$ cat src/rtl/switch_case_sched_pkg.sv
// ----------------------------------------------------------------------------
// switch_case_sched_pkg
//   Shared definitions for the switch_case_sched block: the scheduler FSM
//   state type, the lookup result constants, and a small modular-increment
//   helper used by the round-robin picker.
// ----------------------------------------------------------------------------
package switch_case_sched_pkg;

   typedef enum logic [1:0] {
      IDLE  = 2'd0,
      GRANT = 2'd1,
      RESP  = 2'd2
   } state_t;

   // Lookup results selected by the latched case selector
   localparam logic [1:0] VAL_SEL0 = 2'h1;
   localparam logic [1:0] VAL_SEL1 = 2'h3;
   localparam logic [2:0] NUM_SEL0 = 3'h2;
   localparam logic [2:0] NUM_SEL1 = 3'h4;

   // (a + b) mod n, valid when a < n and b < n
   function automatic int unsigned wrap_add(input int unsigned a,
                                            input int unsigned b,
                                            input int unsigned n);
      int unsigned s;
      s = a + b;
      return (s >= n) ? (s - n) : s;
   endfunction

endpackage

$ cat src/rtl/switch_case_sched_rr_pick.sv
// ----------------------------------------------------------------------------
// rr_pick
//   Purely combinational round-robin picker. Searches i_req starting at
//   index i_ptr and wrapping, returning the first requester found.
//   Ports:
//     i_req    - request vector, one bit per requester
//     i_ptr    - index at which the search starts (must be < N_REQ)
//     o_onehot - one-hot of the winner, 0 when no request
//     o_idx    - index of the winner, 0 when no request
// ----------------------------------------------------------------------------
module rr_pick
   import switch_case_sched_pkg::*;
#(
   parameter int N_REQ = 3,
   parameter int ID_W  = 2
) (
   input  logic [N_REQ-1:0] i_req,
   input  logic [ID_W-1:0]  i_ptr,
   output logic [N_REQ-1:0] o_onehot,
   output logic [ID_W-1:0]  o_idx
);

   localparam int unsigned NR = N_REQ;

   logic w_found;

   // Priority order k = 0..NR-1 visits requester (ptr + k) mod NR; the
   // inner loop matches that position against each physical index so no
   // variable bit-select is needed.
   always_comb begin
      o_onehot = '0;
      o_idx    = '0;
      w_found  = 1'b0;
      for (int unsigned k = 0; k < NR; k++) begin
         for (int unsigned i = 0; i < NR; i++) begin
            if (!w_found && i_req[i] &&
                (i == wrap_add(32'(i_ptr), k, NR))) begin
               w_found     = 1'b1;
               o_onehot[i] = 1'b1;
               o_idx       = ID_W'(i);
            end
         end
      end
   end

endmodule

$ cat src/rtl/switch_case_sched.sv
// ----------------------------------------------------------------------------
// switch_case_sched
//   Round-robin scheduler that grants one requester at a time, latches that
//   requester's 1-bit case selector, and presents a looked-up result until
//   the downstream accepts it.
//   Ports:
//     clk       - clock, rising edge
//     rst       - asynchronous active-low reset
//     req       - per-requester request (level)
//     code      - per-requester case selector, sampled for the granted one
//     gnt       - registered one-hot grant, high for one cycle per service
//     out_valid - result valid (RESP state)
//     out_ready - downstream accept
//     out_val   - 2-bit lookup result
//     out_num   - 3-bit lookup result
//     out_id    - index of the served requester (held outside RESP)
//     busy      - FSM not idle
// ----------------------------------------------------------------------------
module switch_case_sched
   import switch_case_sched_pkg::*;
#(
   parameter int N_REQ = 3,
   parameter int ID_W  = 2
) (
   input  logic             clk,
   input  logic             rst,
   input  logic [N_REQ-1:0] req,
   input  logic [N_REQ-1:0] code,
   output logic [N_REQ-1:0] gnt,
   output logic             out_valid,
   input  logic             out_ready,
   output logic [1:0]       out_val,
   output logic [2:0]       out_num,
   output logic [ID_W-1:0]  out_id,
   output logic             busy
);

   state_t           r_state;
   state_t           w_next;
   logic [ID_W-1:0]  r_ptr;
   logic [ID_W-1:0]  r_id;
   logic [ID_W-1:0]  r_out_id;
   logic             r_sel;
   logic [N_REQ-1:0] r_gnt;

   logic [N_REQ-1:0] w_pick_onehot;
   logic [ID_W-1:0]  w_pick_idx;
   logic             w_code_bit;
   logic [1:0]       w_lk_val;
   logic [2:0]       w_lk_num;

   rr_pick #(
      .N_REQ (N_REQ),
      .ID_W  (ID_W)
   ) u_rr_pick (
      .i_req    (req),
      .i_ptr    (r_ptr),
      .o_onehot (w_pick_onehot),
      .o_idx    (w_pick_idx)
   );

   // code[r_id] selected by compare so the index width never has to match
   always_comb begin
      w_code_bit = 1'b0;
      for (int unsigned i = 0; i < N_REQ; i++) begin
         if (ID_W'(i) == r_id) w_code_bit = code[i];
      end
   end

   always_ff @(posedge clk or negedge rst) begin
      if (!rst) r_state <= IDLE;
      else      r_state <= w_next;
   end

   always_ff @(posedge clk or negedge rst) begin
      if (!rst) begin
         r_ptr    <= '0;
         r_id     <= '0;
         r_out_id <= '0;
         r_sel    <= 1'b0;
         r_gnt    <= '0;
      end else begin
         case (r_state)
            IDLE: begin
               if (|req) begin
                  r_gnt <= w_pick_onehot;
                  r_id  <= w_pick_idx;
               end
            end
            GRANT: begin
               r_sel    <= w_code_bit;
               r_gnt    <= '0;
               r_out_id <= r_id;
            end
            RESP: begin
               if (out_ready)
                  r_ptr <= (r_id == ID_W'(N_REQ - 1)) ? '0 : r_id + 1'b1;
            end
            default: ;
         endcase
      end
   end

   always_comb begin
      w_next    = r_state;
      out_valid = 1'b0;
      out_val   = '0;
      out_num   = '0;
      busy      = (r_state != IDLE);
      w_lk_val  = '0;
      w_lk_num  = '0;

      case (r_sel)
         1'b0: begin
            w_lk_val = VAL_SEL0;
            w_lk_num = NUM_SEL0;
         end
         1'b1: begin
            w_lk_val = VAL_SEL1;
            w_lk_num = NUM_SEL1;
         end
         default: begin
            w_lk_val = 2'h0;
            w_lk_num = 3'h0;
         end
      endcase

      case (r_state)
         IDLE:  if (|req) w_next = GRANT;
         GRANT: w_next = RESP;
         RESP: begin
            out_valid = 1'b1;
            out_val   = w_lk_val;
            out_num   = w_lk_num;
            if (out_ready) w_next = IDLE;
         end
         default: w_next = IDLE;
      endcase
   end

   assign gnt    = r_gnt;
   assign out_id = r_out_id;

endmodule
$ cat config.mk
export PLATFORM = sky130hd
export DESIGN_NAME = switch_case_sched
export DESIGN_NICKNAME = d
export VERILOG_FILES = /design/src/rtl/switch_case_sched_pkg.sv /design/src/rtl/switch_case_sched_rr_pick.sv /design/src/rtl/switch_case_sched.sv
export SDC_FILE = /design/constraint.sdc
export NUM_CORES = 1
export LEC_CHECK = 0
export ABC_AREA = 0
export CAP_MARGIN = 10
export CORE_MARGIN = 2
export CORE_UTILIZATION = 48
export CTS_CLUSTER_DIAMETER = 100
export CTS_CLUSTER_SIZE = 28
export DETAILED_ROUTE_END_ITERATION = 7
export GPL_TIMING_DRIVEN = 0
export HOLD_SLACK_MARGIN = 0.12
export PLACE_DENSITY = 0.87
export REMOVE_ABC_BUFFERS = 1
export SLEW_MARGIN = 10
export SYNTH_ARGS = -nofsm -noshare
export SYNTH_HDL_FRONTEND = slang
export SYNTH_SLANG_ARGS = --single-unit
$ cat constraint.sdc
create_clock -name clk -period 3.5 [get_ports clk]
set_clock_uncertainty 0.1 [all_clocks]
set_input_delay 0.525 -clock clk [delete_from_list [all_inputs] [get_ports clk]]
set_output_delay 0.525 -clock clk [all_outputs]
set_load 0.03 [all_outputs]
# Word level (Yosys, flattened, before mapping)
# Cells that the tools add are included.
# W data, S select, Z words.
classes:
  add_sub_neg: 6
  magnitude_cmp: 3
  n_eq_ne: 13
  mux: 41
  bitwise: 1
  n_reduce_logical: 37
ops:
  columns: ["cell", "n"]
  rows:
  - ["$eq A1 B32 Y1 const A", 3]
  - ["$eq A2 B32 Y1 const A", 3]
  - ["$logic_not A32 Y1", 3]
  - ["$mux W32", 3]
  - ["$ge A32 B2 Y1 const B", 2]
  - ["$sub A32 B2 Y32 const B", 2]
  - ["$mux W2", 11]
  - ["$mux W1", 21]
  - ["$logic_and A1 B1 Y1", 17]
  - ["$pmux W3 S2", 2]
  - ["$logic_not A1 Y1", 8]
  - ["$reduce_and A2 Y1", 4]
  - ["$mux W3", 2]
  - ["$pmux W2 S3", 1]
  - ["$eq A2 B2 Y1 const B", 2]
  - ["$logic_not A2 Y1", 2]
  - ["$ne A2 B2 Y1 const B", 2]
  - ["$pmux W2 S2", 1]
  - ["$reduce_bool A2 Y1", 2]
  - ["$add A2 B1 Y3 const B", 1]
  - ["$add A2 B2 Y3 const B", 1]
  - ["$reduce_or A3 Y1", 1]
  - ["$sub A2 B2 Y3 const B", 1]
  - ["$add A2 B1 Y2 const B", 1]
  - ["other kinds (5)", 5]
totals:
  regBits: 12
  in_bits: 9
  out_inout_bits: 12
  wordCells: 107

# Longest topological paths before layout
# Gate-level depths: netlist (run 1).
logic_depth:
  word_depth: 39
  depth_mapped: 5
  depth_no_buf: 5

# Modules after synthesis
# Synthesis (run 1) repeated with hierarchy kept, for this count alone.
unflattened:
  hier_cells: 65
  area_unflattened_um2: 716.9
by_module_without_submodules:
  columns: ["module", "instances", "cells_per_inst", "area_per_inst_um2", "seq_area_each_um2"]
  rows:
  - ["switch_case_sched", 1, 48, 583.1, 300.3]
  - ["rr_pick", 1, 17, 133.9, 0.0]

# Worst setup path after synthesis (run 1)
# OpenSTA, ideal clock, no wires.
synth_path:
  path_kind: "register -> output"
  start: "reg r_state[0]"
  end: "out out_val[1]"
  t_arrival_ns: 1.258
  t_required_ns: 2.875
  path_slack_ns: 1.617
  path_stages_with_launch: 5
  n_path_buf: 1
  cell_sequence: "dfrtp_1 > nand2b_1 > inv_2 > and2_1 > buf_4"
synth_between:
  elab_chain_cells: 2
synth_lines:
  columns: ["item", "line_no", "text"]
  rows:
  - ["start, declared", "switch_case_sched.sv:38", "state_t r_state;"]
  - ["start signal, assigned", "switch_case_sched.sv:72", "else r_state <= w_next;"]
  - ["$eq A2 B2 Y1", "switch_case_sched.sv:128", "case (r_state)"]
  - ["$mux W2", "switch_case_sched.sv:128", null]
  - ["end, declared", "switch_case_sched.sv:32", "output logic [1:0] out_val,"]
# Every way passes these cells.

# Worst setup path in the final report (run 1)
layout_path:
  start: "reg r_state[0]"
  end: "out out_num[2]"
layout_between:
  elab_chain_cells: 2
layout_lines:
  columns: ["item", "line_no", "text"]
  rows:
  - ["$eq A2 B2 Y1", "switch_case_sched.sv:128", null]
  - ["$mux W3", "switch_case_sched.sv:128", null]
  - ["end, declared", "switch_case_sched.sv:33", "output logic [2:0] out_num,"]
# Every way passes these cells.

==> results of run 1 <==
[metrics by stage]
stage / hold slack, ns / util [%] / area (µm²)
after floorplan: 0.1294 / - / 660.6
after global placement: 0.3719 / 65.20 / 869.6
after detailed placement: 0.3778 / 65.20 / 869.6
after CTS: 0.3993 / 66.89 / 892.1
after global routing: 0.4122 / 66.89 / 892.1
final: 0.3929 / 66.89 / 892.1
[state kept, by name (all words and copies together) (netlist names)]
name	cells
out_id	2
r_sel	1
r_id	2
gnt	3
r_ptr	2
r_state	2
[logic make-up after synthesis]
group,after synthesis
AND/OR/NAND/NOR,23
flip-flops,12
AO/OA/AOI/OAI,10
buffers and inverters,8
multiplexers,8
adder cells (fa/ha/maj),2
other,1
[cells in the final DEF (no fill, tap or decap), drive strengths merged]
| cell | synthesis | layout |
|---|---|---|
| o32ai | 1 | 1 |
| nor2b | 1 | 1 |
| dfrtp | 12 | 12 |
| nand2 | 7 | 7 |
| mux2 | 5 | 5 |
| conb | 1 | 1 |
| nand3b | 1 | 1 |
| ha | 2 | 2 |
| a21oi | 2 | 2 |
| or2 | 2 | 2 |
| o2111ai | 1 | 1 |
| nand2b | 3 | 3 |
| nor3 | 1 | 1 |
| clkbuf | 0 | 3 |
| a2bb2oi | 1 | 1 |
| nor2 | 4 | 4 |
| inv | 4 | 4 |
| o21ai | 3 | 3 |
| clkdlybuf4s50 | 0 | 19 |
| o22ai | 1 | 1 |
| o21ba | 1 | 1 |
| mux2i | 3 | 3 |
| and2 | 4 | 4 |
[path summary, 6_finish.rpt]
kind                               to  startpoint  cells past startpoint  slack, ns
max                        out_num[2]  r_state[0]                      4       1.14
min                         out_id[0]   out_id[0]                      1       0.39
max reg2reg                    gnt[2]    r_ptr[0]                      5       1.91
min reg2reg                 out_id[0]   out_id[0]                      1       0.39
max in group asynchronous      gnt[0]         rst                      1       2.46
min in group asynchronous   out_id[1]         rst                      1       0.49
[power breakdown]
group	internal, mW	total [mW]	switching (mW)
clock	0.0399	0.0851	0.0452
combinational	0.232	0.494	0.261
sequential	0.197	0.242	0.0442
total	0.470	0.820	0.351
[per-layer routing]
| layer | wire, µm | track usage (%) |
|---|---|---|
| met1 | 600 | 20.11 |
| met2 | 671 | 29.06 |
| met3 | 50 | 2.586 |
| met4 | 29 | 9.375 |
| met5 | 0 | 0 |
[final cells by class]
| cell class | count | share of cell area, % |
|---|---|---|
| multi-input cells | 44 | 38.71 |
| flip-flops and latches | 12 | 33.66 |
| inverters | 4 | 1.683 |
| well taps | 15 | 2.104 |
| clock buffers | 3 | 2.525 |
| repair buffers | 19 | 21.32 |
[worst reg2reg max path, stage by stage, from the launching register on]
cell and delay [ns]:
dfrtp_1 0.37, inv_1 0.05, ha_1 0.34, o21ba_2 0.23, o2111ai_1 0.25, mux2i_1 0.12
==> flow_summary.ini, run 1 <==
[setup_path]
start_kind = flop
critPathTopFamily = buffers and inverters
worst-path-buf-inv = 2
slowest_delay_ns = 0.67
critPathCaptureType = output pin
crit_arrival_ns = 1.73
path_cells = nand2b_1, inv_2, and2_1, clkdlybuf4s50_1
path_max_fanout = 4
required_ns = 2.87
crit_type = reg2out
critical_path.slowest_cell = clkdlybuf4s50_1

[detailed_routing]
drt-initial-drc-count = 10
wirelength_um = 1351
via_count = 508
ant_nets = 0
drtPass1Iterations = 4
drc = 0
via_per_inst = 5.237
routedWlPerCell_um = 13.93

[clock_network]
cts_buffers = 3
cts_tree = yes
postCtsHoldBufs = 0
path_clk_slew_ns = 0.08
cts.sinks = 12
ctsResizeCount = 0
clockBufferDepth = 2
htree_levels = 1
post_cts_buffers = 0
clockRootBuffer = clkbuf_4
clock_latency_ns = 0.27

[power]
p_per_area_nw_per_um2 = 919.5
ir_worst_vdd_mv = 0.4448
power_mw = 0.8203
p_leak_nw = 0.3970

[layout]
final_nets = 95
layout-drive-gt1-share_pct = 18.29
n_antenna_cell = 0
fillers = 107
syn2layout_area_growth_pct = 28.47
finalNonFillerCells = 97
ff_latch_area_um2 = 300.3
multi_input_comb_area_um2 = 345.3

[placement]
routabilityCongestion = 0.7854
placedCellCount = 94
pre_cts_ws_ns = 1.429
io_buffer_count = 19
place_hpwl_um = 1065

[synthesis]
async_flop_share_pct = 100.0
yosysWarnings = 0
synth.most_common_cell = dfrtp_1
synth-main-ff-cell = dfrtp_1
synth-edff-count = 0
synthSimpleGateAreaFrac_pct = 21.26
synth_area_um2 = 694.4
synth.distinct_cells = 29
synth.top_cell.area_share_pct = 43.24
synth_compound_area_share_pct = 10.81
synthAdderAreaFrac_pct = 3.604
synth_top_family_by_area = simple AND/OR/NAND/NOR gates
synth-seq-cells = 12
seq_area_frac_synth_pct = 43.24
synth_area_leader_cell = dfrtp_1
synth_commonest_cells = dfrtp_1 (12), nand2_1 (7)
synth_mux_area_share_pct = 13.51
synth_area_leaders = dfrtp_1 (43%), mux2i_1 (4.3%), mux2_4 (4.3%)
synth_cells = 64
syn_avg_cell_area_um2 = 10.85
synthXorXnorAreaFrac_pct = 0

[timing]
setup_slack_ns = 1.144
tns_ns = 0
fin_crit_sh_pct = 67.32
worst_slew_pin_slew_ns = 0.5229
setup_viol = 0
fmax_mhz = 424.4
rsz0062_at_grt = no
min_period_ns = 2.356
slew_violations = 0
slew_headroom_pct = 65.03
hold_violations = 0

[global_route]
grt_pass1_wl_um = 2166
grt_max_degree = 13
track_usage_pct = 16.92
antenna_found_initial = 0
gr-total-overflow = 0
grt_pass1_vias = 521

[floorplan]
chipWidth_um = 42.04
start_util_pct = 52.06
die_h_um = 42.04
io_pins = 21
core-area_um2 = 1334
fp.dieArea_um2 = 1767
num_rows = 13

[run_status]
status = finished clean

[min_path]
hp-class = reg2reg

[flow_run]
maxCapViolCount = 0
No activity file was read; power rests on OpenSTA's default activity.
==> run 2: changes to the inputs <==
- CORE_UTILIZATION: 48 -> 44
- PLACE_DENSITY: 0.87 -> 0.82
- clock period: 3.5 -> 2.4 ns (I/O delays scaled with it)
==> run 2 against run 1 <==
Effect of this change:
- global-route usage shrank 0.65 points
- via count grew 1.8%
- utilization shrank 6.0 points
- wire length shrank 2.6%
- sequential share of layout area shrank 0.56 points
- count of clock-buffer cells in the layout grew 1
- sequential power grew 45%
==> flow_summary.ini, run 2 (synthesized netlist as in run 1, its figures left out) <==
[run_status]
status = finished clean

[timing]
fin_crit_sh_pct = 92.34
hold_violations = 0
setup_slack_ns = 0.1839
tns_ns = 0
setup_viol = 0
holdWs_ns = 0.3343
worst_slew_pin_slew_ns = 0.5364
slew_violations = 0
min_period_ns = 2.216
rsz0062_at_grt = no
fmax_mhz = 451.3
slew_headroom_pct = 64.13

[setup_path]
start_kind = flop
crit_end = out_val[1]
crit_arrival_ns = 1.76
worst-path-buf-inv = 2
crit_type = reg2out
r2r_cells = 5
required_ns = 1.94
critical_path.slowest_cell = clkdlybuf4s50_1
r2r_end = gnt[2]
path_cells = nand2b_1, inv_2, and2_1, clkdlybuf4s50_1
path_max_fanout = 4
critPathTopFamily = buffers and inverters
crit_path_start = r_state[0]
slowest_delay_ns = 0.67
cp.depth = 4
r2r_start = r_ptr[0]
reg2reg_slack_ns = 0.81
critPathCaptureType = output pin

[global_route]
grt_pass1_wl_um = 2242
antenna_found_initial = 0
grt_pass1_vias = 543
track_usage_pct = 16.28
gr-total-overflow = 0
grt_max_degree = 13

[layout]
fillers = 124
final_nets = 95
most-common-layout-cells = clkdlybuf4s50_1 (19), dfrtp_1 (12), nand2_1 (7)
final_common_cell = clkdlybuf4s50_1
finalInstanceArea_um2 = 907.1
layout-drive-gt1-share_pct = 19.28
syn2layout_area_growth_pct = 30.63
largest_reg_flops = 3
n_antenna_cell = 0

[min_path]
hp-class = in2async

[clock_network]
cts_buffers = 3
cts.sinks = 12
ctsResizeCount = 0
clockBufferDepth = 2
postCtsHoldBufs = 0
post_cts_buffers = 0
cts_tree = yes
clockRootBuffer = clkbuf_4
htree_levels = 1
path_clk_slew_ns = 0.07
clock_latency_ns = 0.27

[flow_run]
maxCapViolCount = 0

[floorplan]
num_rows = 14
die_h_um = 43.73
start_util_pct = 46.64
chipWidth_um = 43.73
core-area_um2 = 1489
fp.dieArea_um2 = 1912
io_pins = 21

[detailed_routing]
via_per_inst = 5.222
wirelength_um = 1316
via_count = 517
drtPass1Iterations = 2
drt-initial-drc-count = 1
routedWlPerCell_um = 13.29
ant_nets = 0
drc = 0

[power]
p_leak_nw = 0.4041
ir_worst_vdd_mv = 0.7671
p_per_area_nw_per_um2 = 1359

[placement]
place_hpwl_um = 1067
routabilityCongestion = 0.6885
io_buffer_count = 19
place_area_um2 = 870.8
pre_cts_ws_ns = 0.4782
[run 2: changes by cell type in the layout (fill, tap and decap cells not counted)]
cell and change:
clkbuf_8 +1
[run 2: worst min path at each step]
stage                         start  slack, ns  depth (start not counted)         end
after CTS                       rst       0.35                          1  r_state[1]
final                           rst       0.33                          1  r_state[1]
after global placement    out_id[1]       0.38                          2   out_id[1]
after floorplan                 rst      -0.04                          0      gnt[0]
after detailed placement  out_id[1]       0.38                          2   out_id[1]
after global routing            rst       0.38                          1  r_state[1]
[run 2: power by group]
| group | internal (mW) | leakage [nW] | switching [mW] |
|---|---|---|---|
| combinational | 0.339 | 0.229 | 0.385 |
| sequential | 0.288 | 0.154 | 0.0625 |
| clock | 0.0922 | 0.0210 | 0.0656 |
[run 2: area by class of cell]
class | instances | area [µm²] | area share (%)
sequential | 12 | 300.3 | 33.10
clock buffer | 4 | 36.28 | 4.000
multi-input combinational | 44 | 345.3 | 38.07
inverter | 4 | 15.01 | 1.655
timing repair buffer | 19 | 190.2 | 20.97
tap | 16 | 20.02 | 2.207
[run 2: metal layers]
metal	routed length, µm	vias to the layer above	GRT usage (%)
li1	-	250	-
met1	523	250	17.60
met2	709	17	29.41
met3	82	0	7.917
met4	0	0	1.818
met5	0	-	0
[run 2: through the flow]
| step | utilization, % | std cells | power [mW] |
|---|---|---|---|
| 2_1_floorplan | - | 60 | 0.8469 |
| 5_1_grt | 60.92 | 99 | 1.322 |
| 3_3_place_gp | 58.49 | 95 | 1.060 |
| 4_1_cts | 60.92 | 99 | 1.251 |
| 3_5_place_dp | 58.49 | 95 | 1.087 |
| 6_report | 60.92 | 99 | 1.232 |
==> run 3: changes to the inputs <==
- CORE_UTILIZATION: 44 -> 47
- CTS_BUF_LIST: unset -> sky130_fd_sc_hd__clkbuf_4 sky130_fd_sc_hd__clkbuf_8
- PLACE_DENSITY: 0.82 -> 0.86
==> run 3 against run 2 <==
Effect of this change:
- final cell count down 2.0%
- cell area down 1.7%
- critical path depth unchanged
- highest routed layer is now met4
- global-route usage down 0.15 points
- largest cell class unchanged
==> flow_summary.ini, run 3 (synthesized netlist as in run 1, its figures left out) <==
[run_status]
status = finished clean

[clock_network]
clockRootBuffer = clkbuf_4
htree_levels = 1
postCtsHoldBufs = 0
cts_tree = yes
post_cts_buffers = 0
ctsResizeCount = 0
cts_buffers = 3
clockBufferDepth = 2
path_clk_slew_ns = 0.07
clock_latency_ns = 0.26
cts.sinks = 12

[layout]
n_antenna_cell = 0
largest_reg_flops = 3
final_nets = 95
syn2layout_area_growth_pct = 28.47
layout-drive-gt1-share_pct = 18.29
most-common-layout-cells = clkdlybuf4s50_1 (19), dfrtp_1 (12), nand2_1 (7)
final_common_cell = clkdlybuf4s50_1

[power]
p_leak_nw = 0.3970
ir_worst_vdd_mv = 0.7795
power_mw = 1.187
p_per_area_nw_per_um2 = 1331

[global_route]
grt_pass1_vias = 521
track_usage_pct = 16.13
antenna_found_initial = 0
gr-total-overflow = 0
grt_max_degree = 13
grt_pass1_wl_um = 2228

[timing]
fin_crit_sh_pct = 91.53
rsz0062_at_grt = no
hold_violations = 0
min_period_ns = 2.197
worst_slew_pin_slew_ns = 0.5219
setup_viol = 0
slew_violations = 0
slew_headroom_pct = 65.10
tns_ns = 0
fmax_mhz = 455.2

[setup_path]
start_kind = flop
path_max_fanout = 4
crit_type = reg2out
r2r_end = gnt[2]
crit_arrival_ns = 1.74
r2r_start = r_ptr[0]
required_ns = 1.94
crit_path_start = r_state[0]
r2r_cells = 5
crit_end = out_val[1]
critPathCaptureType = output pin
reg2reg_slack_ns = 0.79

[detailed_routing]
wirelength_um = 1194
routedWlPerCell_um = 12.31
drc = 0
drtPass1Iterations = 4
drt-initial-drc-count = 4
via_per_inst = 5.227
via_count = 507
ant_nets = 0

[placement]
place_hpwl_um = 965.9
io_buffer_count = 19
routabilityCongestion = 0.7108

[floorplan]
io_pins = 21
start_util_pct = 52.06
num_rows = 13
chipWidth_um = 42.44
core-area_um2 = 1334
fp.dieArea_um2 = 1801
die_h_um = 42.44

[flow_run]
maxCapViolCount = 0

[min_path]
hp-class = in2async
[run 3: how the worst min path moves through the flow]
stage | endpoint | cells after the start
6_report | out_id[0] | 1
5_1_grt | out_id[0] | 1
4_1_cts | out_id[0] | 1
3_5_place_dp | out_id[1] | 2
3_3_place_gp | out_id[1] | 2
2_1_floorplan | gnt[0] | 0
[run 3: metal layers]
metal  vias up  routed length [µm]  global-route usage, %
li1        248                   -                      -
met3         2                  66                  3.017
met4         0                   9                  5.625
met1       238                 566                  21.68
met5         -                   0                      0
met2        19                 552                  25.85
[run 3: power by group]
part	internal, mW	leakage [nW]	total, mW	switching (mW)
clock	0.0578	0.0138	0.118	0.0600
sequential	0.288	0.154	0.348	0.0605
combinational	0.339	0.229	0.721	0.382
[run 3: area by class of cell]
type                       count  area, µm²
fill                         114      441.7
tap                           15      18.77
sequential                    12      300.3
inverter                       4      15.01
timing repair buffer          19      190.2
multi-input combinational     44      345.3
clock buffer                   3      22.52
[run 3: metrics by stage]
step / worst slack [ns] / utilization, % / area, µm² / instances / hold slack [ns]
floorplan: 0.6168 / - / 660.6 / 60 / -0.03559
global placement: 0.5067 / 65.20 / 869.6 / 94 / 0.3704
detailed placement: 0.4901 / 65.20 / 869.6 / 94 / 0.3761
CTS: 0.2052 / 66.89 / 892.1 / 97 / 0.3618
global route: 0.1042 / 66.89 / 892.1 / 97 / 0.3804
finish: 0.2034 / 66.89 / 892.1 / 97 / 0.3404
[run 3: worst max-delay path: stages, from the launching register on]
cell,delay (ns)
dfrtp_1,0.39
nand2b_1,0.19
inv_2,0.09
and2_1,0.14
clkdlybuf4s50_1,0.66
